## src/rtl/ps2_pkg.sv

```systemverilog
// Shared types and constants for the PS/2 keyboard controller.
package ps2_pkg;

   // Frame receiver states
   typedef enum logic [1:0] {
      ST_IDLE   = 2'd0,
      ST_DATA   = 2'd1,
      ST_PARITY = 2'd2,
      ST_STOP   = 2'd3
   } ps2_state_t;

   localparam logic [7:0] PS2_EXT_CODE = 8'hE0;
   localparam logic [7:0] PS2_BRK_CODE = 8'hF0;

   // One decoded key event as stored in the event FIFO
   typedef struct packed {
      logic [7:0] code;
      logic       brk;
      logic       ext;
   } ps2_evt_t;

   // Bits needed to hold a timeout count of 0..cyc
   function automatic int unsigned ps2_tout_width(input int unsigned cyc);
      return (cyc < 32'd2) ? 32'd1 : $clog2(cyc + 32'd1);
   endfunction

   // Odd parity: data bits plus parity bit must contain an odd number of ones
   function automatic logic ps2_odd_ok(input logic [7:0] data, input logic par);
      return ^{data, par};
   endfunction

endpackage

```

## src/rtl/ps2_frame_rx.sv

```systemverilog
// PS/2 frame receiver: pin synchronisers, clock glitch filter, falling-edge
// detect, 11-bit frame FSM and inter-edge timeout.
// Optional macro: PS2_PARITY_CHECK_EN (when undefined the parity bit is ignored).
module ps2_frame_rx
   import ps2_pkg::*;
#(
   parameter int unsigned TIMEOUT_CYC = 10000
) (
   input  logic       iCLK_50,
   input  logic       iRST,
   input  logic       ps2_clk,
   input  logic       ps2_dat,
   input  logic       en,
   output logic       frame_done,
   output logic [7:0] frame_byte,
   output logic       frame_err
);

   localparam int unsigned TW = ps2_tout_width(TIMEOUT_CYC);
   localparam logic [TW-1:0] TOUT_VAL = TW'(TIMEOUT_CYC);

   logic [1:0]    clk_sync_r;
   logic [1:0]    dat_sync_r;
   logic [7:0]    clk_hist_r;
   logic          filt_r;
   logic          filt_q_r;
   logic          fall_s;
   ps2_state_t    state_r;
   ps2_state_t    state_nxt_s;
   logic [2:0]    bit_cnt_r;
   logic [7:0]    shift_r;
   logic          par_r;
   logic [TW-1:0] tout_cnt_r;
   logic          tout_hit_s;
   logic          par_ok_s;
   logic          done_s;
   logic          err_s;
   logic          frame_done_r;
   logic          frame_err_r;

`ifdef PS2_PARITY_CHECK_EN
   assign par_ok_s = ps2_odd_ok(shift_r, par_r);
`else
   assign par_ok_s = 1'b1;
`endif

   assign fall_s = filt_q_r & ~filt_r;

   // Synchronise pins and filter the PS/2 clock; idle lines read as high
   always_ff @(posedge iCLK_50 or posedge iRST) begin
      if (iRST) begin
         clk_sync_r <= 2'b11;
         dat_sync_r <= 2'b11;
         clk_hist_r <= 8'hFF;
         filt_r     <= 1'b1;
         filt_q_r   <= 1'b1;
      end else begin
         clk_sync_r <= {clk_sync_r[0], ps2_clk};
         dat_sync_r <= {dat_sync_r[0], ps2_dat};
         clk_hist_r <= {clk_hist_r[6:0], clk_sync_r[1]};
         filt_q_r   <= filt_r;
         if (clk_hist_r == 8'hFF) begin
            filt_r <= 1'b1;
         end else if (clk_hist_r == 8'h00) begin
            filt_r <= 1'b0;
         end else begin
            filt_r <= filt_r;
         end
      end
   end

   // Next-state and frame result decode
   always_comb begin
      state_nxt_s = state_r;
      done_s      = 1'b0;
      err_s       = 1'b0;
      tout_hit_s  = (state_r != ST_IDLE) && !fall_s && (tout_cnt_r == TOUT_VAL);
      case (state_r)
         ST_IDLE: begin
            if (fall_s && en && !dat_sync_r[1]) begin
               state_nxt_s = ST_DATA;
            end else begin
               state_nxt_s = ST_IDLE;
            end
         end
         ST_DATA: begin
            if (tout_hit_s) begin
               state_nxt_s = ST_IDLE;
               err_s       = 1'b1;
            end else if (fall_s && (bit_cnt_r == 3'd7)) begin
               state_nxt_s = ST_PARITY;
            end else begin
               state_nxt_s = ST_DATA;
            end
         end
         ST_PARITY: begin
            if (tout_hit_s) begin
               state_nxt_s = ST_IDLE;
               err_s       = 1'b1;
            end else if (fall_s) begin
               state_nxt_s = ST_STOP;
            end else begin
               state_nxt_s = ST_PARITY;
            end
         end
         ST_STOP: begin
            if (tout_hit_s) begin
               state_nxt_s = ST_IDLE;
               err_s       = 1'b1;
            end else if (fall_s) begin
               state_nxt_s = ST_IDLE;
               if (dat_sync_r[1] && par_ok_s) begin
                  done_s = 1'b1;
               end else begin
                  err_s = 1'b1;
               end
            end else begin
               state_nxt_s = ST_STOP;
            end
         end
         default: begin
            state_nxt_s = ST_IDLE;
         end
      endcase
   end

   // State register and registered frame result pulses
   always_ff @(posedge iCLK_50 or posedge iRST) begin
      if (iRST) begin
         state_r      <= ST_IDLE;
         frame_done_r <= 1'b0;
         frame_err_r  <= 1'b0;
      end else begin
         state_r      <= state_nxt_s;
         frame_done_r <= done_s;
         frame_err_r  <= err_s;
      end
   end

   // Bit capture: data shifts in LSB-first, parity captured separately
   always_ff @(posedge iCLK_50 or posedge iRST) begin
      if (iRST) begin
         bit_cnt_r <= 3'd0;
         shift_r   <= 8'h00;
         par_r     <= 1'b0;
      end else if (fall_s && (state_r == ST_IDLE)) begin
         bit_cnt_r <= 3'd0;
      end else if (fall_s && (state_r == ST_DATA)) begin
         shift_r   <= {dat_sync_r[1], shift_r[7:1]};
         bit_cnt_r <= bit_cnt_r + 3'd1;
      end else if (fall_s && (state_r == ST_PARITY)) begin
         par_r <= dat_sync_r[1];
      end else begin
         bit_cnt_r <= bit_cnt_r;
      end
   end

   // Gap counter between clock falls while a frame is in progress
   always_ff @(posedge iCLK_50 or posedge iRST) begin
      if (iRST) begin
         tout_cnt_r <= '0;
      end else if ((state_r == ST_IDLE) || fall_s) begin
         tout_cnt_r <= '0;
      end else if (tout_cnt_r != TOUT_VAL) begin
         tout_cnt_r <= tout_cnt_r + {{(TW-1){1'b0}}, 1'b1};
      end else begin
         tout_cnt_r <= tout_cnt_r;
      end
   end

   assign frame_done = frame_done_r;
   assign frame_err  = frame_err_r;
   assign frame_byte = shift_r;

endmodule

```

## src/rtl/ps2_key_ctrl.sv

```systemverilog
// PS/2 keyboard controller top: prefix decoder (E0/F0), key event FIFO with
// valid/ready output, saturating dropped-frame counter.
// Optional macro: PS2_PARITY_CHECK_EN (enables odd-parity checking in ps2_frame_rx).
module ps2_key_ctrl
   import ps2_pkg::*;
#(
   parameter int unsigned CLK_HZ     = 50_000_000,
   parameter int unsigned TIMEOUT_US = 200,
   parameter int unsigned FIFO_DEPTH = 4
) (
   input  logic       iCLK_50,
   input  logic       iRST,
   input  logic       PS2_KBCLK,
   input  logic       PS2_KBDAT,
   input  logic       iEN,
   input  logic       iKEY_READY,
   output logic       oKEY_VALID,
   output logic [7:0] oKEY_CODE,
   output logic       oKEY_BREAK,
   output logic       oKEY_EXT,
   output logic [7:0] oERR_CNT,
   output logic       oOVF
);

   localparam int unsigned TIMEOUT_CYC = CLK_HZ / 1_000_000 * TIMEOUT_US;
   localparam int unsigned AW = $clog2(FIFO_DEPTH);
   localparam logic [AW-1:0] PTR_ONE = AW'(1'b1);
   localparam logic [AW:0]   CNT_ONE = (AW+1)'(1'b1);
   localparam logic [AW:0]   CNT_FULL = (AW+1)'(FIFO_DEPTH);

   logic          frame_done_s;
   logic          frame_err_s;
   logic [7:0]    frame_byte_s;
   logic          ext_r;
   logic          brk_r;
   logic [7:0]    err_cnt_r;
   ps2_evt_t      mem_r [FIFO_DEPTH];
   logic [AW-1:0] wr_ptr_r;
   logic [AW-1:0] rd_ptr_r;
   logic [AW:0]   cnt_r;
   logic [AW:0]   cnt_nxt_s;
   logic [AW-1:0] rd_nxt_s;
   ps2_evt_t      evt_s;
   ps2_evt_t      head_nxt_s;
   ps2_evt_t      head_r;
   logic          valid_r;
   logic          ovf_r;
   logic          push_s;
   logic          pop_s;
   logic          full_s;
   logic          wr_s;
   logic          drop_s;

   ps2_frame_rx #(.TIMEOUT_CYC(TIMEOUT_CYC)) u_rx (
      .iCLK_50    (iCLK_50),
      .iRST       (iRST),
      .ps2_clk    (PS2_KBCLK),
      .ps2_dat    (PS2_KBDAT),
      .en         (iEN),
      .frame_done (frame_done_s),
      .frame_byte (frame_byte_s),
      .frame_err  (frame_err_s)
   );

   assign push_s = frame_done_s && (frame_byte_s != PS2_EXT_CODE) && (frame_byte_s != PS2_BRK_CODE);
   assign pop_s  = valid_r && iKEY_READY;
   assign full_s = (cnt_r == CNT_FULL);
   assign wr_s   = push_s && (!full_s || pop_s);
   assign drop_s = push_s && full_s && !pop_s;

   // FIFO bookkeeping and the head entry to present next cycle
   always_comb begin
      evt_s.code = frame_byte_s;
      evt_s.brk  = brk_r;
      evt_s.ext  = ext_r;
      rd_nxt_s   = pop_s ? (rd_ptr_r + PTR_ONE) : rd_ptr_r;
      case ({wr_s, pop_s})
         2'b10:   cnt_nxt_s = cnt_r + CNT_ONE;
         2'b01:   cnt_nxt_s = cnt_r - CNT_ONE;
         default: cnt_nxt_s = cnt_r;
      endcase
      if (cnt_nxt_s == '0) begin
         head_nxt_s = '0;
      end else if (wr_s && (rd_nxt_s == wr_ptr_r)) begin
         head_nxt_s = evt_s;
      end else begin
         head_nxt_s = mem_r[rd_nxt_s];
      end
   end

   // Prefix flags: set by E0/F0, cleared by any other good frame or a drop
   always_ff @(posedge iCLK_50 or posedge iRST) begin
      if (iRST) begin
         ext_r <= 1'b0;
         brk_r <= 1'b0;
      end else if (frame_err_s) begin
         ext_r <= 1'b0;
         brk_r <= 1'b0;
      end else if (frame_done_s) begin
         if (frame_byte_s == PS2_EXT_CODE) begin
            ext_r <= 1'b1;
         end else if (frame_byte_s == PS2_BRK_CODE) begin
            brk_r <= 1'b1;
         end else begin
            ext_r <= 1'b0;
            brk_r <= 1'b0;
         end
      end else begin
         ext_r <= ext_r;
      end
   end

   // Saturating dropped-frame counter
   always_ff @(posedge iCLK_50 or posedge iRST) begin
      if (iRST) begin
         err_cnt_r <= 8'd0;
      end else if (frame_err_s && (err_cnt_r != 8'hFF)) begin
         err_cnt_r <= err_cnt_r + 8'd1;
      end else begin
         err_cnt_r <= err_cnt_r;
      end
   end

   // Event FIFO storage, pointers and registered head/valid/overflow outputs
   always_ff @(posedge iCLK_50 or posedge iRST) begin
      if (iRST) begin
         for (int i = 0; i < int'(FIFO_DEPTH); i++) begin
            mem_r[i] <= '0;
         end
         wr_ptr_r <= '0;
         rd_ptr_r <= '0;
         cnt_r    <= '0;
         head_r   <= '0;
         valid_r  <= 1'b0;
         ovf_r    <= 1'b0;
      end else begin
         if (wr_s) begin
            mem_r[wr_ptr_r] <= evt_s;
            wr_ptr_r        <= wr_ptr_r + PTR_ONE;
         end
         rd_ptr_r <= rd_nxt_s;
         cnt_r    <= cnt_nxt_s;
         head_r   <= head_nxt_s;
         valid_r  <= (cnt_nxt_s != '0);
         ovf_r    <= drop_s;
      end
   end

   assign oKEY_VALID = valid_r;
   assign oKEY_CODE  = head_r.code;
   assign oKEY_BREAK = head_r.brk;
   assign oKEY_EXT   = head_r.ext;
   assign oERR_CNT   = err_cnt_r;
   assign oOVF       = ovf_r;

endmodule

```

## config.mk

```make
export PLATFORM = sky130hd
export DESIGN_NAME = ps2_key_ctrl
export DESIGN_NICKNAME = d
export VERILOG_FILES = /design/src/rtl/ps2_pkg.sv /design/src/rtl/ps2_frame_rx.sv /design/src/rtl/ps2_key_ctrl.sv
export SDC_FILE = /design/constraint.sdc
export NUM_CORES = 1
export LEC_CHECK = 0
export CORE_MARGIN = 10
export CORE_UTILIZATION = 25
export CTS_CLUSTER_DIAMETER = 150
export CTS_CLUSTER_SIZE = 14
export DETAILED_ROUTE_END_ITERATION = 6
export PLACE_DENSITY_LB_ADDON = 0.12
export SLEW_MARGIN = 30
export SYNTH_ARGS = -nofsm -noshare
export SYNTH_HDL_FRONTEND = slang
export SYNTH_SLANG_ARGS = --single-unit
```

## constraint.sdc

```tcl
create_clock -name iCLK_50 -period 5 [get_ports iCLK_50]
set_clock_uncertainty 0.2 [all_clocks]
set_input_delay 1.5 -clock iCLK_50 [delete_from_list [all_inputs] [get_ports iCLK_50]]
set_output_delay 1.5 -clock iCLK_50 [all_outputs]
set_load 0.005 [all_outputs]
```

==> results.md <==
- Outcome: complete, no violations
- Final Max Tran Viols: 0
- Hold WC Path Type: reg2reg
- Fraction of layout instances using a drive strength above 1: 0.2116
- Final Non-Filler Cells: 757
- Root Buffer: clkbuf_16
- Antenna violations before repair: 0
- Placer Congestion: 0.7540
- Tmin final: 3.728 ns
- Setup crit end kind: flip-flop
- Initial core utilization: 0.2544
- Synth top cells by count: 98 x dfrtp_1, 50 x mux2_2, 44 x nor2_1, 28 x nand2_1, 22 x o21ai_0
- Met3 wire len: 358 µm
- Max IR drop VDD: 164.5 µV
- Area Growth Syn to Fin: 16.42%
- Seq/Total Area, Yosys: 0.5273
- Final ANT Viol Nets: 0
- Final Hold Fails: 0
- Largest net degree at the start of global routing: 61
- Adder-Cell Fraction of Synth Area: 0.03415
- Num ports: 26
- Top Metal Used: met4
- Detailed Place HPWL: 7.874 mm
- Fin Setup TNS: 0 ns
- Average wire per standard cell: 15.23 µm
- Leading cell type by number of instances after synthesis: dfrtp_1
- Die X-Extent: 166.3 µm
- Synth warnings: 0
- FMAX: 268.3 MHz
- Placeable Area: 21020 µm²
- Compound-gate portion of the synthesized area: 0.1135
- N_diodes: 0
- Design Power: 2.241 mW
- Cells after DPL: 742
- Largest family of logic cells by synthesized area: simple AND/OR/NAND/NOR gates
- Met2 WL: 5.458 mm
- Netlist cell types: 61
- Die Span Y: 166.3 µm
- Top post-synthesis cells by area: dfrtp_1 46%, mux2_2 11%, dfstp_2 6.9%, nor2_1 3.1%, ha_1 3.0%
- PortBufs: 25
- Post-Synthesis Cells: 455
- Number of synthesized flops with an enable pin: 0
- Die area: 27650 µm²
- Fin util: 0.2962
- CTS clk-pin slew, worst paths: 0.07 ns
- Period utilization: 0.7455
- Grt total ovfl: 0
- TritonCTS clock tree: done
- Longest Clk Path Bufs: 2
- Routed WL: 11.53 mm
- Syn nets: 475
- Avg Synthesized Cell Area: 11.76 µm²
- Crit-path max FO: 11
- All-Layer GR Usage: 0.08571
- Critical path required time: 5.00 ns
- Hold Buf Count CTS: 0
- Synth Area in XOR/XNOR: 0.03111
- Resized cells post-CTS: 0
- Netlist area before placement: 5349 µm²
- Seq pwr share: 0.455
- CTS Sinks: 112
- Async SR Flop Fraction: 1.000
- Clock share of power: 0.340
- P_sw: 0.6386 mW
- Top_reg_cell synth: dfrtp_1
- DRT iter0 DRCs: 157
- H-Tree Level Count: 3
- Site Rows: 53
- P_leak: 2.735 nW
- Vias in the first global route: 3571
- PD cells: 359.8 nW/µm²
- Clock latency on the worst-skew pair: 0.35 ns
- Int Power: 1.602 mW
- 1st-pass router iterations: 4
- Type of origin of the critical path: input pin
- Simple-gate share of the synthesized area: 0.1420
- Hold_ws: 0.1561 ns
- TritonCTS buffer count: 9
- Number of vias in the routed layout: 3473
- Largest area contributor in the netlist: dfrtp_1
- Tightest Pin Transition: 0.8226 ns
- RSZ-0062 raised after global routing: false
- Multiplexer share of the synthesized area: 0.1242
- Top-area cell type share of the netlist area: 0.4585
- Layout Nets: 498
- Post-CTS Setup Inserts: 0
- Setup Viol. Count Final: 0
- Post-synthesis register bit count: 112
- M1 wire length: 5.618 mm
- Final routed DRC violation total: 0
- Drt via density: 4.588
- Worst Path Arrival: 3.73 ns
- Max Cap Viol: 0
- Max_slew headroom: 0.4496
- Logic gate share of total power: 0.205
- Crit path kind: in2reg
- First-pass GRT wire length: 19.45 mm
- Sw Share: 0.2850
## power groups by stage
stage / logic [mW] / clock network, mW / registers, mW
3_5_place_dp: 0.467 / 0 / 1.04
5_1_grt: 0.506 / 0.835 / 1.03
3_3_place_gp: 0.452 / 0 / 1.03
6_report: 0.460 / 0.762 / 1.02
4_1_cts: 0.467 / 0.800 / 1.02
2_1_floorplan: 0.337 / 0 / 1.01
## worst paths after layout
path / cells past startpoint / to / slack, ns / start
max in group asynchronous: 3 / u_rx.clk_hist_r[6] / 2.34 / iRST
worst min-delay path: 0 / u_rx.clk_hist_r[0] / 0.16 / u_rx.clk_sync_r[1]
worst max-delay path: 9 / oKEY_CODE[0] / 1.27 / iKEY_READY
min in group asynchronous: 2 / oERR_CNT[7] / 1.44 / iRST
worst max register to register: 9 / oKEY_CODE[0] / 1.80 / u_rx.frame_byte[7]
worst min register to register: 0 / u_rx.clk_hist_r[0] / 0.16 / u_rx.clk_sync_r[1]
## flip-flops by register name, indices dropped and copies added (netlist names), 3 cells and up
register / cells
mem_r: 40
u_rx.tout_cnt_r: 14
oERR_CNT: 8
oKEY_CODE: 8
u_rx.clk_hist_r: 8
u_rx.frame_byte: 8
cnt_r: 3
u_rx.bit_cnt_r: 3
## final cells by class
type | count | area, µm²
Inverter | 14 | 55.05
Sequential cell | 112 | 2820
Timing Repair Buffer | 30 | 300.3
Multi-Input combinational cell | 311 | 2399
Tap cell | 275 | 344.1
Clock inverter | 6 | 83.83
Fill cell | 2124 | 14790
Clock buffer | 9 | 225.2
## per-layer routing
metal | global-route usage | vias up
met1 | 0.1087 | 1750
met3 | 0.02721 | 7
li1 | - | 1679
met4 | 0.02024 | 0
met2 | 0.1386 | 37
met5 | 0 | -
## per-stage QoR
stage,instance area (µm²),worst slack (ns)
after floorplan,5349,0.3642
after global placement,5907,0.8561
after detailed placement,5918,0.8900
after CTS,6227,1.278
after global routing,6227,1.143
final,6227,1.272
## kinds of logic (layout without fill, tap and decap cells)
logic type      count (synthesis)  count (layout)
simple gates                  139             139
flops                         112             112
compound gates                 79              79
mux                            60              60
buf+inv                        32              59
xor+xnor                       19              19
fa+ha+maj                      14              14
## cell usage in the layout, fill, tap and decap left out, types with 9 or more instances in the layout
cell             instances
dfrtp_1                 98
mux2_2                  50
nor2_1                  44
nand2_1                 28
clkdlybuf4s50_1         25
o21ai_0                 22
dfstp_2                 14
and3_1                  13
inv_1                   13
ha_1                    13
a21oi_1                 10
xnor2_1                 10
nand3_1                  9
xor2_1                   9
mux2i_1                  9
clkbuf_16                9
## worst max-delay path, stage by stage
cell,delay (ns)
clkdlybuf4s50_1,0.52
nand2_1,0.18
nor2_4,0.07
fa_1,0.43
xnor2_1,0.24
and2_1,0.16
mux2i_1,0.10
o32ai_4,0.40
a211oi_1,0.12
Power figures use the tool's default switching activity.
